[config.mk]
export PLATFORM = sky130hd
export DESIGN_NAME = imm_narrower
export DESIGN_NICKNAME = d
export VERILOG_FILES = /design/src/rtl/imm_narrower.sv
export SDC_FILE = /design/constraint.sdc
export NUM_CORES = 1
export LEC_CHECK = 0
export ABC_AREA = 0
export BUFFER_PORTS_ARGS = -buffer_cell sky130_fd_sc_hd__buf_2
export CAP_MARGIN = 20
export CORE_MARGIN = 10
export CORE_UTILIZATION = 53
export DETAILED_ROUTE_END_ITERATION = 8
export PLACE_DENSITY_LB_ADDON = 0.05
export SLEW_MARGIN = 20
export SYNTH_ARGS = -nofsm -noshare
export SYNTH_HDL_FRONTEND = slang
export SYNTH_SLANG_ARGS = --single-unit
export TNS_END_PERCENT = 20
[constraint.sdc]
create_clock -name clk -period 3.4 [get_ports clk]
set_input_delay 0.51 -clock clk [delete_from_list [all_inputs] [get_ports clk]]
set_output_delay 0.51 -clock clk [all_outputs]
set_load 0.02 [all_outputs]
[src/rtl/imm_narrower.sv]
// imm_narrower: narrows signed 16-bit words to 5-bit immediates (saturate or
// wrap per word), queues them in a 2-entry FIFO with valid/ready handshakes on
// both sides, and keeps a saturating count of out-of-range words accepted.
module imm_narrower (
    input  logic        clk,
    input  logic        reset,
    input  logic        in_valid,
    output logic        in_ready,
    input  logic [15:0] in_data,
    input  logic        sat_en,
    output logic        out_valid,
    input  logic        out_ready,
    output logic [4:0]  out_imm,
    output logic        out_ovf,
    output logic [7:0]  ovf_count,
    input  logic        clr_count
);

    logic [4:0] mem_imm [2];
    logic       mem_ovf [2];
    logic       rd_ptr;
    logic       wr_ptr;
    logic [1:0] occ;

    logic       push;
    logic       pop;
    logic       fits;
    logic [4:0] nar_imm;

    // Handshake flags depend only on registered occupancy
    always_comb begin
        in_ready  = (occ < 2'd2);
        out_valid = (occ != 2'd0);
        push      = in_valid && in_ready;
        pop       = out_valid && out_ready;
    end

    // Narrowing of the incoming word, evaluated at push time
    always_comb begin
        fits    = (&in_data[15:4]) || (~|in_data[15:4]);
        nar_imm = in_data[4:0];
        if (!fits && sat_en) begin
            nar_imm = in_data[15] ? 5'b10000 : 5'b01111;
        end
    end

    // Head entry, forced to zero while the FIFO is empty
    always_comb begin
        out_imm = '0;
        out_ovf = 1'b0;
        if (out_valid) begin
            out_imm = mem_imm[rd_ptr];
            out_ovf = mem_ovf[rd_ptr];
        end
    end

    // FIFO storage, pointers and occupancy
    always_ff @(posedge clk) begin
        if (reset) begin
            occ    <= '0;
            rd_ptr <= 1'b0;
            wr_ptr <= 1'b0;
        end else begin
            if (push) begin
                mem_imm[wr_ptr] <= nar_imm;
                mem_ovf[wr_ptr] <= ~fits;
                wr_ptr          <= ~wr_ptr;
            end
            if (pop) begin
                rd_ptr <= ~rd_ptr;
            end
            case ({push, pop})
                2'b10:   occ <= occ + 2'd1;
                2'b01:   occ <= occ - 2'd1;
                default: occ <= occ;
            endcase
        end
    end

    // Saturating overflow counter; clear wins over a same-cycle increment
    always_ff @(posedge clk) begin
        if (reset || clr_count) begin
            ovf_count <= '0;
        end else if (push && !fits && (ovf_count != 8'hFF)) begin
            ovf_count <= ovf_count + 8'd1;
        end
    end

endmodule

==> impl_metrics.csv, run 1 <==
group,metric,value,unit
outcome,outcome,"complete, no violations",
floorplanning,core_area,2190,µm²
placement,gp_congestion,0.747,
setup_path,startpoint_type,"register",
setup_path,cp-startpoint,"occ[1]$_SDFFE_PP0P_",
min_path,hold_end,"rd_ptr$_SDFFE_PP0P_",
yosys,synth_top_cell_by_area,"edfxtp_1",
setup_path,crit_family,"simple AND/OR/NAND/NOR gates",
sta,worst_pin_slew,0.884,ns
sta,post-route-period-util,56.5,%
power_and_ir_drop,power_density,565,nW/µm²
power_and_ir_drop,p_leak,0.612,nW
setup_path,critPathMaxFanout,8,
grt,antenna_found_initial,0,
final_layout,final_common_cell,"buf_2",
yosys,async_reset_ff_share,0,%
yosys,synth_area_leaders,"edfxtp_1 (30%), dfxtp_1 (22%), nor2_1 (6.5%)",
grt,grt_pass1_vias,993,
min_path,whs_path_depth,2,
setup_path,rrSetupSlack,1.50,ns
final_layout,fin_nets,180,
setup_path,cpMaxStageDelayCell,"nor2_1",
setup_path,crit_buf_inv,1,
route,vias,1024,
yosys,synth_area_per_cell,10.3,µm²
clock_network,post_cts_resize_count,0,
sta,relSlewSlack,40.9,%
clock_network,cts-root-buf,"clkbuf_4",
setup_path,path_cells,"nor2_1, nor2_1, buf_2",
min_path,min_path_type,"in2reg",
sta,setup_tns,0,ns
setup_path,crit_path_max_incr_delay,0.42,ns
final_layout,layout-drive-gt1-share,31.6,%
sta,hold_viol,0,
final_layout,nFillCells,187,
clock_network,insertion_delay,0.31,ns
setup_path,cp_common_cell,"nor2_1",
sta,finalCriticalPeriod,1.92,ns
yosys,syn_inst,118,
min_path,min_from,"reset",
flow_run,drv_cap,0,
setup_path,crit_arrival,1.41,ns
sta,skew,0.00592,ns
grt,grt_max_degree,15,
setup_path,r2r_cells,5,
sta,fin_hold_ws,0.451,ns
clock_network,htree_levels,1,
yosys,syn_area,1210,µm²
sta,setup_violations,0,
yosys,ys_seq_area_share,51.3,%
placement,dp_hpwl,2160,µm
route,routedWlPerCell,14.7,µm
clock_network,cts_buffers,3,
clock_network,cts.path.max_buffers,2,
yosys,ys.flop_type,"dfxtp_1",
route,ant_nets,0,
yosys,ys_seq_elements,25,
route,post-route-drc-count,0,
setup_path,worstPathRequired,2.89,ns
grt,gr-total-overflow,0,
floorplanning,num_rows,17,
placement,io_buffers,37,
clock_network,post_cts_buffers,0,
setup_path,r2r_end,"occ[1]$_SDFFE_PP0P_",
floorplanning,ios,38,
setup_path,r2r-start,"occ[1]$_SDFFE_PP0P_",
yosys,yosysWarnings,0,
route,initialDrtViolationCount,19,
setup_path,end_kind,"output port",
grt,grt_pass1_wl,4210,µm
sta,fmax,521,MHz
floorplanning,dieArea,4590,µm²
grt,grt_use_total,11.6,%
final_layout,layout-area-overhead-vs-synth,19.1,%
yosys,syn_nets,142,
route,wl,2680,µm
floorplanning,dieWidth,67.8,µm
clock_network,cts.sinks,25,
route,avgViaCountPerCell,5.60,
yosys,yosysTopAreaCellShare,29.8,%
floorplanning,initial_core_util,55.2,%
final_layout,layout_common_cells,"buf_2 (37), nor2_1 (21), dfxtp_1 (13)",
yosys,ys_types,35,
clock_network,ctsHoldBuffers,0,
floorplanning,die_h,67.8,µm
setup_path,crit_type,"reg2out",
route,drtPass1Iterations,4,
final_layout,diodes,0,
clock_network,cts.clk_slew.worst_paths,0.14,ns
sta,final-max-slew-violation-count,0,
power_and_ir_drop,vdd_drop_max,0.321,mV
yosys,synth_edf_count,12,
clock_network,cts_tree,"done",
sta,rsz0062_at_grt,"false",
-- routing by layer --
| layer | up-vias | global-route usage, % | wire (µm) |
|---|---|---|---|
| met3 | 2 | 3.14 | 143 |
| met2 | 20 | 22.8 | 1490 |
| met5 | - | 0 | 0 |
| met1 | 499 | 12.0 | 1050 |
| li1 | 503 | - | - |
| met4 | 0 | 2.26 | 4 |
-- worst max path at each step --
stage / cells past startpoint / end / slack [ns]
floorplan: 5 / mem_imm[0][4]$_DFFE_PP_ / 1.61
global placement: 5 / mem_imm[1][4]$_DFFE_PP_ / 1.44
detailed placement: 4 / mem_imm[1][4]$_DFFE_PP_ / 1.37
CTS: 3 / out_imm[4] / 1.42
global route: 3 / out_imm[4] / 1.33
finish: 3 / out_imm[4] / 1.48
-- layout make-up --
class / instances / area, µm² / share of cell area, %
timing repair buffer: 37 / 185 / 12.8
inverter: 3 / 11.3 / 0.781
clock inverter: 1 / 5.00 / 0.347
multi-input combinational: 86 / 562 / 39.0
sequential: 25 / 621 / 43.1
clock buffer: 3 / 22.5 / 1.56
tap: 28 / 35.0 / 2.43
-- sequential cells by signal (all words and copies together) (netlist names), named ones only --
register / flops
mem_imm: 10
occ: 2
rd_ptr: 1
ovf_count: 8
mem_ovf: 2
wr_ptr: 1
-- cell usage after synthesis, drive strengths merged, types with 2 or more instances --
cell type  number
nor2           21
dfxtp          13
edfxtp         12
mux2i           6
a21oi           5
nor4            5
xnor2           5
a21o            4
and3            4
nand2           4
nand4           4
nor3            4
clkbuf          3
inv             3
nand3           3
a31o            2
and2            2
ha              2
nor2b           2
nor3b           2
o21ai           2
-- metrics by stage --
| step | total power, mW | utilization [%] | worst slack (ns) | cells | instance area, µm² |
|---|---|---|---|---|---|
| 2_1_floorplan | 0.600 | - | 1.61 | 118 | 1210 |
| 3_3_place_gp | 0.684 | 64.5 | 1.44 | 179 | 1410 |
| 4_1_cts | 0.823 | 65.8 | 1.42 | 183 | 1440 |
| 6_report | 0.814 | 65.8 | 1.48 | 183 | 1440 |
| 5_1_grt | 0.867 | 65.8 | 1.33 | 183 | 1440 |
| 3_5_place_dp | 0.696 | 64.5 | 1.37 | 179 | 1410 |
-- report_power, final --
part,internal [mW],switching [mW]
logic,0.115,0.175
clock network,0.0440,0.0865
registers,0.357,0.0361
total,0.516,0.298
-- worst reg2reg max path: cells and delay by family, from the launching register on --
kind | cells | cell delay, ns
adder cells (fa/ha/maj) | 1 | 0.35
AO/OA/AOI/OAI | 1 | 0.15
flip-flops | 1 | 0.38
AND/OR/NAND/NOR | 3 | 0.96
-- cells by family after synthesis --
kind of cell,Yosys count,synth area share (%)
AND/OR/NAND/NOR,55,24.8
flip-flops,25,51.3
AO/OA/AOI/OAI,16,9.00
buffers and inverters,7,2.27
multiplexers,7,6.20
XOR/XNOR,6,4.34
adder cells (fa/ha/maj),2,2.07
Note: power is estimated with default switching activity, not from simulation.
==> run 2, diff against run 1 <==
--- a/config.mk
+++ b/config.mk
@@ -5,11 +5,11 @@
 export SDC_FILE = /design/constraint.sdc
 export NUM_CORES = 1
 export LEC_CHECK = 0
-export ABC_AREA = 0
+export ABC_AREA = 1
 export BUFFER_PORTS_ARGS = -buffer_cell sky130_fd_sc_hd__buf_2
 export CAP_MARGIN = 20
 export CORE_MARGIN = 10
-export CORE_UTILIZATION = 53
+export CORE_UTILIZATION = 46
 export DETAILED_ROUTE_END_ITERATION = 8
 export PLACE_DENSITY_LB_ADDON = 0.05
 export SLEW_MARGIN = 20
==> constraint.sdc (replaced) <==
create_clock -name clk -period 1.6 [get_ports clk]
set_input_delay 0.24 -clock clk [delete_from_list [all_inputs] [get_ports clk]]
set_output_delay 0.24 -clock clk [all_outputs]
set_load 0.02 [all_outputs]
==> run 2 against run 1 <==
Compared with the run above: non-clock buffer count is 3 higher; die area is 19% higher; first-iteration DRC count is 140% higher; area after synthesis is 10% higher; clock power is 120% higher; worst hold slack worse by 0.27 ns; critical path type unchanged; largest power group unchanged.
==> impl_metrics.csv, run 2 <==
group,metric,value,unit
yosys,syn_inst,171,
route,ant_nets,0,
yosys,synth_area_leaders,"edfxtp_1 (27%), dfxtp_1 (20%), nand2_1 (14%)",
floorplanning,core_area,2760,µm²
route,vias,1183,
yosys,async_reset_ff_share,0,%
floorplanning,initial_core_util,48.4,%
final_layout,instances_no_fill,245,
yosys,yosys-top-cells-count,"nand2_1 (51), nor2_1 (29), inv_1 (16)",
yosys,ys.flop_type,"dfxtp_1",
setup_path,cp-startpoint,"occ[0]$_SDFFE_PP0P_",
sta,hold_viol,0,
final_layout,diodes,0,
clock_network,cts-root-buf,"clkbuf_4",
clock_network,insertion_delay,0.31,ns
setup_path,cp.depth,4,
floorplanning,dieArea,5450,µm²
clock_network,post_cts_buffers,0,
grt,antenna_found_initial,0,
sta,rsz0062_at_grt,"false",
yosys,synth_most_common_cell,"nand2_1",
final_layout,layout-area-overhead-vs-synth,20.6,%
yosys,yosysTopAreaCellShare,27.0,%
sta,setup_tns,0,ns
flow_run,drv_cap,0,
final_layout,top_regs,"mem_imm (10), ovf_count (8)",
placement,place_inst,241,
setup_path,crit_family,"flip-flops",
sta,final-max-slew-violation-count,0,
route,avgViaCountPerCell,4.83,
setup_path,path_cells,"nor2_2, buf_4, a21oi_1, buf_2",
sta,setup_violations,0,
floorplanning,ios,38,
sta,setup_ws,0.163,ns
route,post-route-drc-count,0,
clock_network,cts_buffers,3,
sta,worst_pin_slew,0.544,ns
min_path,min_path_type,"in2reg",
clock_network,ctsHoldBuffers,0,
sta,skew,0.0154,ns
clock_network,post_cts_resize_count,0,
final_layout,nFillCells,264,
grt,gr-total-overflow,0,
final_layout,fin_nets,239,
final_layout,layout-drive-gt1-share,31.8,%
clock_network,cts_tree,"done",
sta,fmax,696,MHz
route,routedWlPerCell,11.0,µm
grt,grt_use_total,10.2,%
placement,dp_hpwl,2270,µm
floorplanning,num_rows,19,
placement,io_buffers,37,
setup_path,rrSetupSlack,0.22,ns
yosys,synth_edf_count,12,
setup_path,startpoint_type,"register",
grt,grt_max_degree,14,
setup_path,r2r_end,"ovf_count[6]$_SDFFE_PP0P_",
setup_path,crit_buf_inv,2,
placement,gp_congestion,0.857,
clock_network,cts.clk_slew.worst_paths,0.14,ns
final_layout,regMostFlops,"mem_imm",
power_and_ir_drop,vdd_drop_max,0.868,mV
power_and_ir_drop,power_density,1130,nW/µm²
yosys,syn_nets,195,
yosys,ys_types,26,
final_layout,layout_common_cells,"nand2_1 (51), buf_2 (37), nor2_1 (29)",
floorplanning,dieWidth,73.8,µm
yosys,syn_area,1330,µm²
placement,pre_cts_slack,0.254,ns
setup_path,r2r_cells,7,
clock_network,htree_levels,1,
sta,post-route-period-util,89.8,%
power_and_ir_drop,p_leak,0.778,nW
outcome,outcome,"complete, no violations",
route,wl,2710,µm
final_layout,largest_reg_flops,10,
yosys,yosysWarnings,0,
setup_path,end_kind,"output port",
route,drtPass1Iterations,4,
yosys,synth_area_per_cell,7.80,µm²
setup_path,critPathMaxFanout,6,
setup_path,cpMaxStageDelayCell,"dfxtp_2",
setup_path,r2r-start,"ovf_count[0]$_SDFFE_PP0P_",
route,initialDrtViolationCount,46,
setup_path,crit_path_max_incr_delay,0.39,ns
sta,finalCriticalPeriod,1.44,ns
yosys,ys_seq_elements,25,
clock_network,cts.sinks,25,
setup_path,crit_type,"reg2out",
yosys,synth_top_cell_by_area,"edfxtp_1",
final_layout,final_common_cell,"nand2_1",
grt,grt_pass1_vias,1146,
sta,relSlewSlack,63.6,%
setup_path,crit_end,"out_imm[0]",
setup_path,crit_arrival,1.20,ns
setup_path,worstPathRequired,1.36,ns
clock_network,cts.path.max_buffers,2,
yosys,ys_seq_area_share,46.5,%
floorplanning,die_h,73.8,µm
grt,grt_pass1_wl,4600,µm
## run 2: worst min-delay path by stage
stage	start	to	slack, ns	cells past startpoint
after floorplan	in_data[0]	mem_imm[0][0]$_DFFE_PP_	0.44	2
after global placement	wr_ptr$_SDFFE_PP0P_	wr_ptr$_SDFFE_PP0P_	0.45	2
after detailed placement	wr_ptr$_SDFFE_PP0P_	wr_ptr$_SDFFE_PP0P_	0.47	2
after CTS	reset	rd_ptr$_SDFFE_PP0P_	0.16	2
after global routing	reset	register	0.18	2
final	reset	rd_ptr$_SDFFE_PP0P_	0.18	2
## run 2: kinds of logic (layout without fill, tap and decap cells)
| group | after synthesis | in the layout | synth area share, % |
|---|---|---|---|
| flip-flops | 25 | 25 | 46.5 |
| AND/OR/NAND/NOR | 103 | 103 | 36.8 |
| adder cells (fa/ha/maj) | 2 | 2 | 1.88 |
| AO/OA/AOI/OAI | 16 | 16 | 6.66 |
| buffers and inverters | 22 | 65 | 6.19 |
| XOR/XNOR | 3 | 3 | 1.97 |
## run 2: through the flow
stage          total power, mW  utilization, %  hold WS [ns]  instance area (µm²)
2_1_floorplan             1.30               -         0.436                 1330
3_3_place_gp              1.53            57.2         0.452                 1580
3_5_place_dp              1.55            57.2         0.474                 1580
4_1_cts                   1.84            58.3         0.164                 1610
5_1_grt                   1.97            58.3         0.182                 1610
6_report                  1.82            58.3         0.176                 1610
## run 2: layer usage
| metal | vias up | track usage (%) | share of wire [%] |
|---|---|---|---|
| met5 | - | 0 | 0 |
| met4 | 0 | 3.11 | 1.1 |
| met3 | 4 | 3.10 | 4.1 |
| met2 | 16 | 18.9 | 54 |
| met1 | 534 | 10.5 | 41 |
| li1 | 629 | - | - |
## run 2: final cells by class
cell class / instances / area [µm²] / share of cell area, %
repair buffers: 40 / 208 / 12.9
clock buffers: 4 / 30.0 / 1.87
flip-flops and latches: 25 / 623 / 38.7
multi-input cells: 124 / 631 / 39.2
inverters: 21 / 78.8 / 4.90
well taps: 31 / 38.8 / 2.41
## run 2: where the power goes
group          internal [mW]  leakage (nW)  switching, mW
clock                  0.114        0.0184          0.173
combinational          0.257         0.547          0.449
sequential             0.755         0.212         0.0680
